==> config.mk <==
export PLATFORM = sky130hd
export DESIGN_NAME = imem_uart_loader
export DESIGN_NICKNAME = d
export VERILOG_FILES = /design/src/rtl/imem_uart_loader_pkg.sv /design/src/rtl/imem_uart_loader_uart_rx_byte.sv /design/src/rtl/imem_uart_loader.sv
export SDC_FILE = /design/constraint.sdc
export NUM_CORES = 1
export LEC_CHECK = 0
export ABC_AREA = 0
export CAP_MARGIN = 20
export CORE_MARGIN = 8
export CORE_UTILIZATION = 57
export DETAILED_ROUTE_END_ITERATION = 10
export PLACE_DENSITY_LB_ADDON = 0.25
export REMOVE_ABC_BUFFERS = 1
export SYNTH_ARGS = -nofsm -noshare
export SYNTH_HDL_FRONTEND = slang
export SYNTH_SLANG_ARGS = --single-unit
==> constraint.sdc <==
create_clock -name clock_reg -period 11.2 [get_ports clock_reg]
set_input_delay 2.24 -clock clock_reg [delete_from_list [all_inputs] [get_ports clock_reg]]
set_output_delay 2.24 -clock clock_reg [all_outputs]
set_load 0.005 [all_outputs]
==> src/rtl/imem_uart_loader_pkg.sv <==
// Shared types and timing helpers for the UART instruction-memory loader.
package imem_uart_loader_pkg;

    typedef enum logic [1:0] {
        L_IDLE,
        L_COUNT,
        L_DATA,
        L_CHK
    } load_state_t;

    typedef enum logic [1:0] {
        R_IDLE,
        R_START,
        R_DATA,
        R_STOP
    } rx_state_t;

    localparam logic [7:0] SYNC_BYTE = 8'hA5;

    function automatic int calc_clks_per_bit(input int clk_hz, input int baud);
        return clk_hz / baud;
    endfunction

    // One byte time is 10 bit times (start + 8 data + stop).
    function automatic int calc_timeout_limit(input int bytes, input int cpb);
        return bytes * 10 * cpb;
    endfunction

endpackage

==> src/rtl/imem_uart_loader_uart_rx_byte.sv <==
// 8N1 UART byte receiver: rx synchronizer, start-bit glitch filter,
// mid-bit sampling, one-cycle byte_valid / frame_err pulses.
module uart_rx_byte
    import imem_uart_loader_pkg::*;
#(
    parameter int CLKS_PER_BIT = 434
) (
    input  logic       i_clk,
    input  logic       i_rst,
    input  logic       i_rx,
    output logic       o_byte_valid,
    output logic [7:0] o_data,
    output logic       o_frame_err
);

    localparam int CNT_W = $clog2(CLKS_PER_BIT + 1);
    localparam logic [CNT_W-1:0] HALF_M1 = CNT_W'(CLKS_PER_BIT / 2 - 1);
    localparam logic [CNT_W-1:0] FULL_M1 = CNT_W'(CLKS_PER_BIT - 1);

    logic             r_sync1;
    logic             r_sync2;
    logic             r_prev;
    rx_state_t        r_state;
    logic [CNT_W-1:0] r_cnt;
    logic [2:0]       r_bit;
    logic [7:0]       r_shift;
    logic             w_fall;

    assign w_fall = r_prev & ~r_sync2;

    always_ff @(posedge i_clk or posedge i_rst) begin
        if (i_rst) begin
            r_sync1      <= 1'b1;
            r_sync2      <= 1'b1;
            r_prev       <= 1'b1;
            r_state      <= R_IDLE;
            r_cnt        <= '0;
            r_bit        <= '0;
            r_shift      <= '0;
            o_byte_valid <= 1'b0;
            o_data       <= '0;
            o_frame_err  <= 1'b0;
        end else begin
            r_sync1      <= i_rx;
            r_sync2      <= r_sync1;
            r_prev       <= r_sync2;
            o_byte_valid <= 1'b0;
            o_frame_err  <= 1'b0;
            unique case (r_state)
                R_IDLE: begin
                    if (w_fall) begin
                        r_cnt   <= '0;
                        r_state <= R_START;
                    end
                end
                R_START: begin
                    if (r_cnt == HALF_M1) begin
                        r_cnt   <= '0;
                        r_bit   <= '0;
                        // Line back high at mid start bit: treat as a glitch.
                        r_state <= r_sync2 ? R_IDLE : R_DATA;
                    end else begin
                        r_cnt <= r_cnt + 1'b1;
                    end
                end
                R_DATA: begin
                    if (r_cnt == FULL_M1) begin
                        r_cnt   <= '0;
                        r_shift <= {r_sync2, r_shift[7:1]};
                        r_bit   <= r_bit + 1'b1;
                        if (r_bit == 3'd7) begin
                            r_state <= R_STOP;
                        end
                    end else begin
                        r_cnt <= r_cnt + 1'b1;
                    end
                end
                R_STOP: begin
                    if (r_cnt == FULL_M1) begin
                        r_cnt   <= '0;
                        r_state <= R_IDLE;
                        if (r_sync2) begin
                            o_byte_valid <= 1'b1;
                            o_data       <= r_shift;
                        end else begin
                            o_frame_err <= 1'b1;
                        end
                    end else begin
                        r_cnt <= r_cnt + 1'b1;
                    end
                end
                default: r_state <= R_IDLE;
            endcase
        end
    end

endmodule

==> src/rtl/imem_uart_loader.sv <==
// Serial program loader: parses A5/N/data/CHK frames from the UART and
// drives the instruction memory write port word by word.
module imem_uart_loader
    import imem_uart_loader_pkg::*;
#(
    parameter int CLK_HZ        = 50000000,
    parameter int BAUD          = 115200,
    parameter int ADDR_W        = 8,
    parameter int TIMEOUT_BYTES = 16
) (
    input  logic              clock_reg,
    input  logic              reset,
    input  logic              rx,
    output logic              imem_we,
    output logic [ADDR_W-1:0] imem_addr,
    output logic [31:0]       imem_wdata,
    output logic              busy,
    output logic              done,
    output logic              error,
    output logic [6:0]        words_loaded
);

    localparam int CPB       = calc_clks_per_bit(CLK_HZ, BAUD);
    localparam int TO_LIMIT  = calc_timeout_limit(TIMEOUT_BYTES, CPB);
    localparam int TO_W      = $clog2(TO_LIMIT + 1);
    localparam int MAX_WORDS = (2 ** ADDR_W) / 4;

    logic            w_byte_valid;
    logic [7:0]      w_data;
    logic            w_frame_err;
    logic            w_timeout;

    load_state_t     r_state;
    logic [7:0]      r_count;
    logic [7:0]      r_chk;
    logic [1:0]      r_idx;
    logic [23:0]     r_word;
    logic [TO_W-1:0] r_to_cnt;

    uart_rx_byte #(
        .CLKS_PER_BIT(CPB)
    ) u_rx (
        .i_clk       (clock_reg),
        .i_rst       (reset),
        .i_rx        (rx),
        .o_byte_valid(w_byte_valid),
        .o_data      (w_data),
        .o_frame_err (w_frame_err)
    );

    assign w_timeout = (r_to_cnt == TO_W'(TO_LIMIT)) && (r_state != L_IDLE);

    always_ff @(posedge clock_reg or posedge reset) begin
        if (reset) begin
            r_state      <= L_IDLE;
            r_count      <= '0;
            r_chk        <= '0;
            r_idx        <= '0;
            r_word       <= '0;
            r_to_cnt     <= '0;
            imem_we      <= 1'b0;
            imem_addr    <= '0;
            imem_wdata   <= '0;
            busy         <= 1'b0;
            done         <= 1'b0;
            error        <= 1'b0;
            words_loaded <= '0;
        end else begin
            imem_we <= 1'b0;
            done    <= 1'b0;
            if (w_byte_valid || r_state == L_IDLE) begin
                r_to_cnt <= '0;
            end else begin
                r_to_cnt <= r_to_cnt + 1'b1;
            end
            // A byte arriving in the expiry cycle takes priority over the timeout.
            if (w_byte_valid) begin
                unique case (r_state)
                    L_IDLE: begin
                        if (w_data == SYNC_BYTE) begin
                            error        <= 1'b0;
                            words_loaded <= '0;
                            r_chk        <= '0;
                            r_idx        <= '0;
                            r_state      <= L_COUNT;
                        end
                    end
                    L_COUNT: begin
                        if (w_data == 8'd0 || int'(w_data) > MAX_WORDS) begin
                            error   <= 1'b1;
                            r_state <= L_IDLE;
                        end else begin
                            r_count <= w_data;
                            busy    <= 1'b1;
                            r_state <= L_DATA;
                        end
                    end
                    L_DATA: begin
                        r_chk  <= r_chk ^ w_data;
                        r_idx  <= r_idx + 1'b1;
                        r_word <= {w_data, r_word[23:8]};
                        if (r_idx == 2'd3) begin
                            imem_we      <= 1'b1;
                            imem_addr    <= ADDR_W'({words_loaded, 2'b00});
                            imem_wdata   <= {w_data, r_word};
                            words_loaded <= words_loaded + 1'b1;
                            if (8'(words_loaded) + 8'd1 == r_count) begin
                                r_state <= L_CHK;
                            end
                        end
                    end
                    L_CHK: begin
                        busy    <= 1'b0;
                        r_state <= L_IDLE;
                        if (w_data == r_chk) begin
                            done <= 1'b1;
                        end else begin
                            error <= 1'b1;
                        end
                    end
                    default: r_state <= L_IDLE;
                endcase
            end else if ((w_frame_err || w_timeout) && r_state != L_IDLE) begin
                error   <= 1'b1;
                busy    <= 1'b0;
                r_state <= L_IDLE;
            end
        end
    end

endmodule

**Word level (Yosys, flattened, before mapping)**

Index checks and enable logic that the tools add are counted.

- Input bits: 3
- Output and inout bits: 51
- Register bits after elaboration: 145
- Word-level logic and storage cells: 139

- Mux-type cells: 51
- Reductions and logical operators: 25
- Add/sub/neg operators: 6
- Bitwise gates (word level): 4
- Equal/unequal tests: 29
- Magnitude comparators: 1

Operator list:

| cell | number |
|---|---|
| $mux 9 | 3 |
| $pmux 9 s3 | 1 |
| $mux 2 | 13 |
| $ne 3x3->1 const B | 7 |
| $mux 1 | 20 |
| $reduce_and 3->1 | 6 |
| $add 17x1->17 const B | 1 |
| $eq 17x17->1 const B | 1 |
| $mux 17 | 1 |
| $eq 8x8->1 | 2 |
| $pmux 2 s4 | 2 |
| $pmux 8 s2 | 1 |
| $mux 7 | 2 |
| $pmux 7 s2 | 1 |
| $ne 2x1->1 const B | 6 |
| $eq 2x2->1 const B | 5 |
| $reduce_and 5->1 | 2 |
| $add 9x1->9 const B | 1 |
| $eq 9x8->1 const B | 1 |
| $eq 9x9->1 const B | 1 |
| $add 7x1->8 const B | 1 |
| $eq 8x8->1 const B | 1 |
| $gt 8x7->1 const B | 1 |
| $logic_not 8->1 | 1 |
| other kinds (23) | 35 |

**Longest topological paths before layout**

- Depth after elaboration: 6
- Mapped depth: 9
- Depth with buffers taken out: 8

**By module**

Synthesis repeated with hierarchy kept, for this count alone.

- Cells, all modules: 597
- Area total of the unflattened synthesis: 6,516.2 µm²

Modules (own cells, without submodules):

| module | times used | sequential area each (µm²) | cells each | area each (µm²) |
|---|---|---|---|---|
| imem_uart_loader | 1 | 2,752.6 | 460 | 4,908.5 |
| uart_rx_byte | 1 | 879.6 | 137 | 1,607.8 |

**Worst setup path before layout**

No wires, ideal clock.

- Path kind: reg2out
- Start point: reg words_loaded[3]
- End point: out words_loaded[3]
- Cell stages (with the launch flop): 1
- Setup slack: 8.534 ns
- Arrival time: 0.426 ns
- Path buffers: 0
- Data required time: 8.960 ns
- Cell sequence: dfrtp_1

RTL lines:

| item | line | text |
|---|---|---|
| start, declared | imem_uart_loader.sv:20 | `output logic [6:0] words_loaded` |
| start signal, assigned | imem_uart_loader.sv:106 | `words_loaded <= words_loaded + 1'b1;` |

No word-level cell between the ends.

**Worst setup path in the final report**

- Start point: reg words_loaded[5]
- End point: out words_loaded[5]

No word-level cell between the ends.

==> reports/qor.csv <==
stage,metric,value,unit
status,status,"complete, no violations",
floorplanning,die height,124,um
critical_path,crit path to,words_loaded[5],
critical_path,Reg2Reg Setup Slack,8.68,ns
synthesis,Synth area leaders,"dfrtp_1, mux2_2, o21ai_0, ha_1, nand2_1",
route,Pre-antenna DRT Iters,4,
critical_path,"Buf+Inv Stages, Crit Path",1,
critical_path,CP top delay family,buffers and inverters,
power_and_ir_drop,Leak,3.68,nW
critical_path,worst reg2reg path depth,8,
critical_path,CP startpoint kind,flop,
clock_tree,CTS Buffer Depth,2,
critical_path,Stages on worst setup path,1,
global_routing,largest net degree at the start of global routing,96,
timing,f_max,270,MHz
critical_path,CP max stage cell,clkdlybuf4s50_1,
route,length of routed met2 wiring,6.30,mm
min_path,hold path depth,0,
synthesis,Cell variety after synth,62,
synthesis,Synth Cell Area,6590,um^2
placed_design,DP HPWL,8.40,mm
clock_tree,clk root buf,clkbuf_16,
synthesis,Syn Area/Cell,11.7,um^2
placed_design,routability cong.,0.827,
synthesis,share of the synthesized area in the top cell type,0.539,
critical_path,worst r2r src,r_state[0],
placed_design,Port Buffers,51,
global_routing,number of global-route vias before repair,4562,
global_routing,antenna violations before repair,0,
synthesis,Main synth FF type,dfrtp_1,
floorplanning,Core ar.,11400,um^2
floorplanning,site row count,39,
route,routed vias,4422,
critical_path,CP Data Arrival Time,1.47,ns
timing,fin crit share,0.331,
final_layout,share of post-route cells with drive strength above 1,0.211,
timing,fin crit period,3.71,ns
min_path,Worst Hold Class,flop to flop,
floorplanning,io pins,54,
timing,Max Transition Viols Final,0,
synthesis,Synth async-reset ratio,1.00,
route,vias per cell,5.72,
clock_tree,Post-CTS Resized,0,
clock_tree,cts-stage hold buffer count,0,
route,Post-Route M1 WL,5.81,mm
critical_path,R2R Path End,r_state[0],
floorplanning,Starting Density,0.580,
timing,WHS,0.362,ns
power_and_ir_drop,VDD IR-drop max,0.126,mV
route,DRT iter0 DRCs,245,
clock_tree,clock-pin slew on the worst setup and hold paths,0.06,ns
critical_path,CP Capture Type,primary output,
critical_path,Required @ worst endpoint,8.96,ns
run,number of max-cap violations,0,
clock_tree,Clock Latency Late Sink,0.43,ns
timing,final setup fails,0,
final_layout,Layout area overhead,19.1,%
floorplanning,die area,15300,um^2
critical_path,slowest cell delay on critical path,0.56,ns
route,max layer used,met4,
route,routed wl met3,704,um
global_routing,Overflow after GRT,0,
final_layout,ANT cells,0,
timing,Setup TNS,0,ns
clock_tree,Inserted Clock Buffers,17,
route,DR WL/cell,16.9,um
route,antenna-violating nets left,0,
critical_path,critical-path cell list,clkdlybuf4s50_1,
floorplanning,Die Width,124,um
global_routing,All-Layer GR Usage,0.186,
clock_tree,TritonCTS clock tree,done,
global_routing,first-pass GRT wire length,22.1,mm
power_and_ir_drop,PwrDens,158,nW/um^2
timing,slew of the pin with the lowest slew margin,0.824,ns
timing,endpoints failing hold,0,
clock_tree,Post-CTS Setup Bufs,0,
synthesis,"EDFF count, synth",0,
route,drt total wl,13.1,mm
synthesis,Yosys warnings,0,
critical_path,Setup crit start,words_loaded[5],
route,number of remaining DRC errors,0,
critical_path,CP Max Fanout,8,
synthesis,Mapped Cells,565,
synthesis,"Seq/Total Area, Yosys",0.551,
timing,worst clock skew,0.00793,ns
final_layout,Nets,638,
synthesis,"flops & latches, synth",145,
clock_tree,number of H-tree levels,4,
timing,slew margin rel.,0.451,
critical_path,Setup Crit Path Kind,flop to primary output,
timing,RSZ-0062 raised after global routing,no,
clock_tree,Clock Sinks,145,
synthesis,"area leader, netlist",dfrtp_1,
==> kinds of logic (layout without fill, tap and decap cells) <==
kind of cell,count (synthesis),in the layout,share of synthesized area
xor+xnor,26,26,0.0346
mux,82,82,0.140
compound gates,92,92,0.0858
flops,145,145,0.551
simple gates,156,156,0.124
fa+ha+maj,18,18,0.0342
other cells,1,2,0.000569
buf+inv,45,109,0.0292
==> power by group <==
group          internal, mW  switching, mW  leakage (nW)
sequential            0.534         0.0102          2.01
clock                 0.366          0.226         0.301
combinational        0.0310         0.0723          1.36
==> Yosys cell counts (7+ instances only) <==
library cell / count
clkbuf_1: 14
nand3_1: 17
nand2_1: 48
a21oi_1: 7
dfrtp_1: 142
xnor2_1: 10
nor2_1: 34
inv_1: 23
ha_1: 18
and3_1: 9
o21ai_0: 48
mux2_2: 82
xor2_1: 16
==> final cells by class <==
class / instances / area, um^2
Clock inverter: 13 / 175
Inverter: 23 / 91.3
Sequential cell: 145 / 3630
Tap cell: 143 / 179
Fill cell: 815 / 3520
Multi-Input combinational cell: 376 / 2770
Timing Repair Buffer: 54 / 546
Clock buffer: 19 / 453
==> sequential cells by signal, summed over array words and instances (netlist names), 3 cells and up, named ones only <==
name and cells:
words_loaded 7, r_word 24, imem_addr 6, u_rx.r_bit 3
r_chk 8, u_rx.r_cnt 9, u_rx.r_shift 8, imem_wdata 32
r_to_cnt 17, u_rx.o_data 8, r_count 8
==> worst min-delay path by stage <==
stage,startpoint,endpoint,slack (ns)
6_report,u_rx.r_sync1,u_rx.r_sync2,0.36
5_1_grt,u_rx.r_sync1,u_rx.r_sync2,0.37
4_1_cts,u_rx.r_sync1,u_rx.r_sync2,0.36
3_5_place_dp,u_rx.r_sync1,u_rx.r_sync2,0.35
3_3_place_gp,u_rx.r_sync1,u_rx.r_sync2,0.35
2_1_floorplan,u_rx.r_sync1,u_rx.r_sync2,0.35
==> layout by cell type, fill, tap and decap left out, types with 7 or more instances in the layout <==
cell / netlist / layout
mux2_2: 82 / 82
xnor2_1: 10 / 10
inv_1: 23 / 22
o21ai_0: 48 / 48
nand2_1: 48 / 48
clkbuf_16: 0 / 17
a21oi_1: 7 / 7
ha_1: 18 / 18
nor2_1: 34 / 34
xor2_1: 16 / 16
clkdlybuf4s50_1: 0 / 51
nand3_1: 17 / 16
dfrtp_1: 142 / 142
and3_1: 9 / 9
==> layer usage <==
| metal | vias up | global-route usage |
|---|---|---|
| met4 | 0 | 0.0752 |
| met5 | - | 0 |
| met1 | 2198 | 0.231 |
| met2 | 107 | 0.297 |
| li1 | 2096 | - |
| met3 | 21 | 0.0616 |
==> through the flow <==
stage / setup slack [ns] / std cells / util / cell area [um^2] / power (mW)
after floorplan: 5.07 / 544 / - / 6490 / 0.628
after global routing: 7.36 / 773 / 0.690 / 7850 / 1.29
after detailed placement: 7.13 / 740 / 0.633 / 7200 / 0.656
after CTS: 7.48 / 772 / 0.689 / 7830 / 1.25
after global placement: 7.16 / 740 / 0.633 / 7200 / 0.649
final: 7.49 / 773 / 0.690 / 7850 / 1.24
No activity file was read; power rests on OpenSTA's default activity.
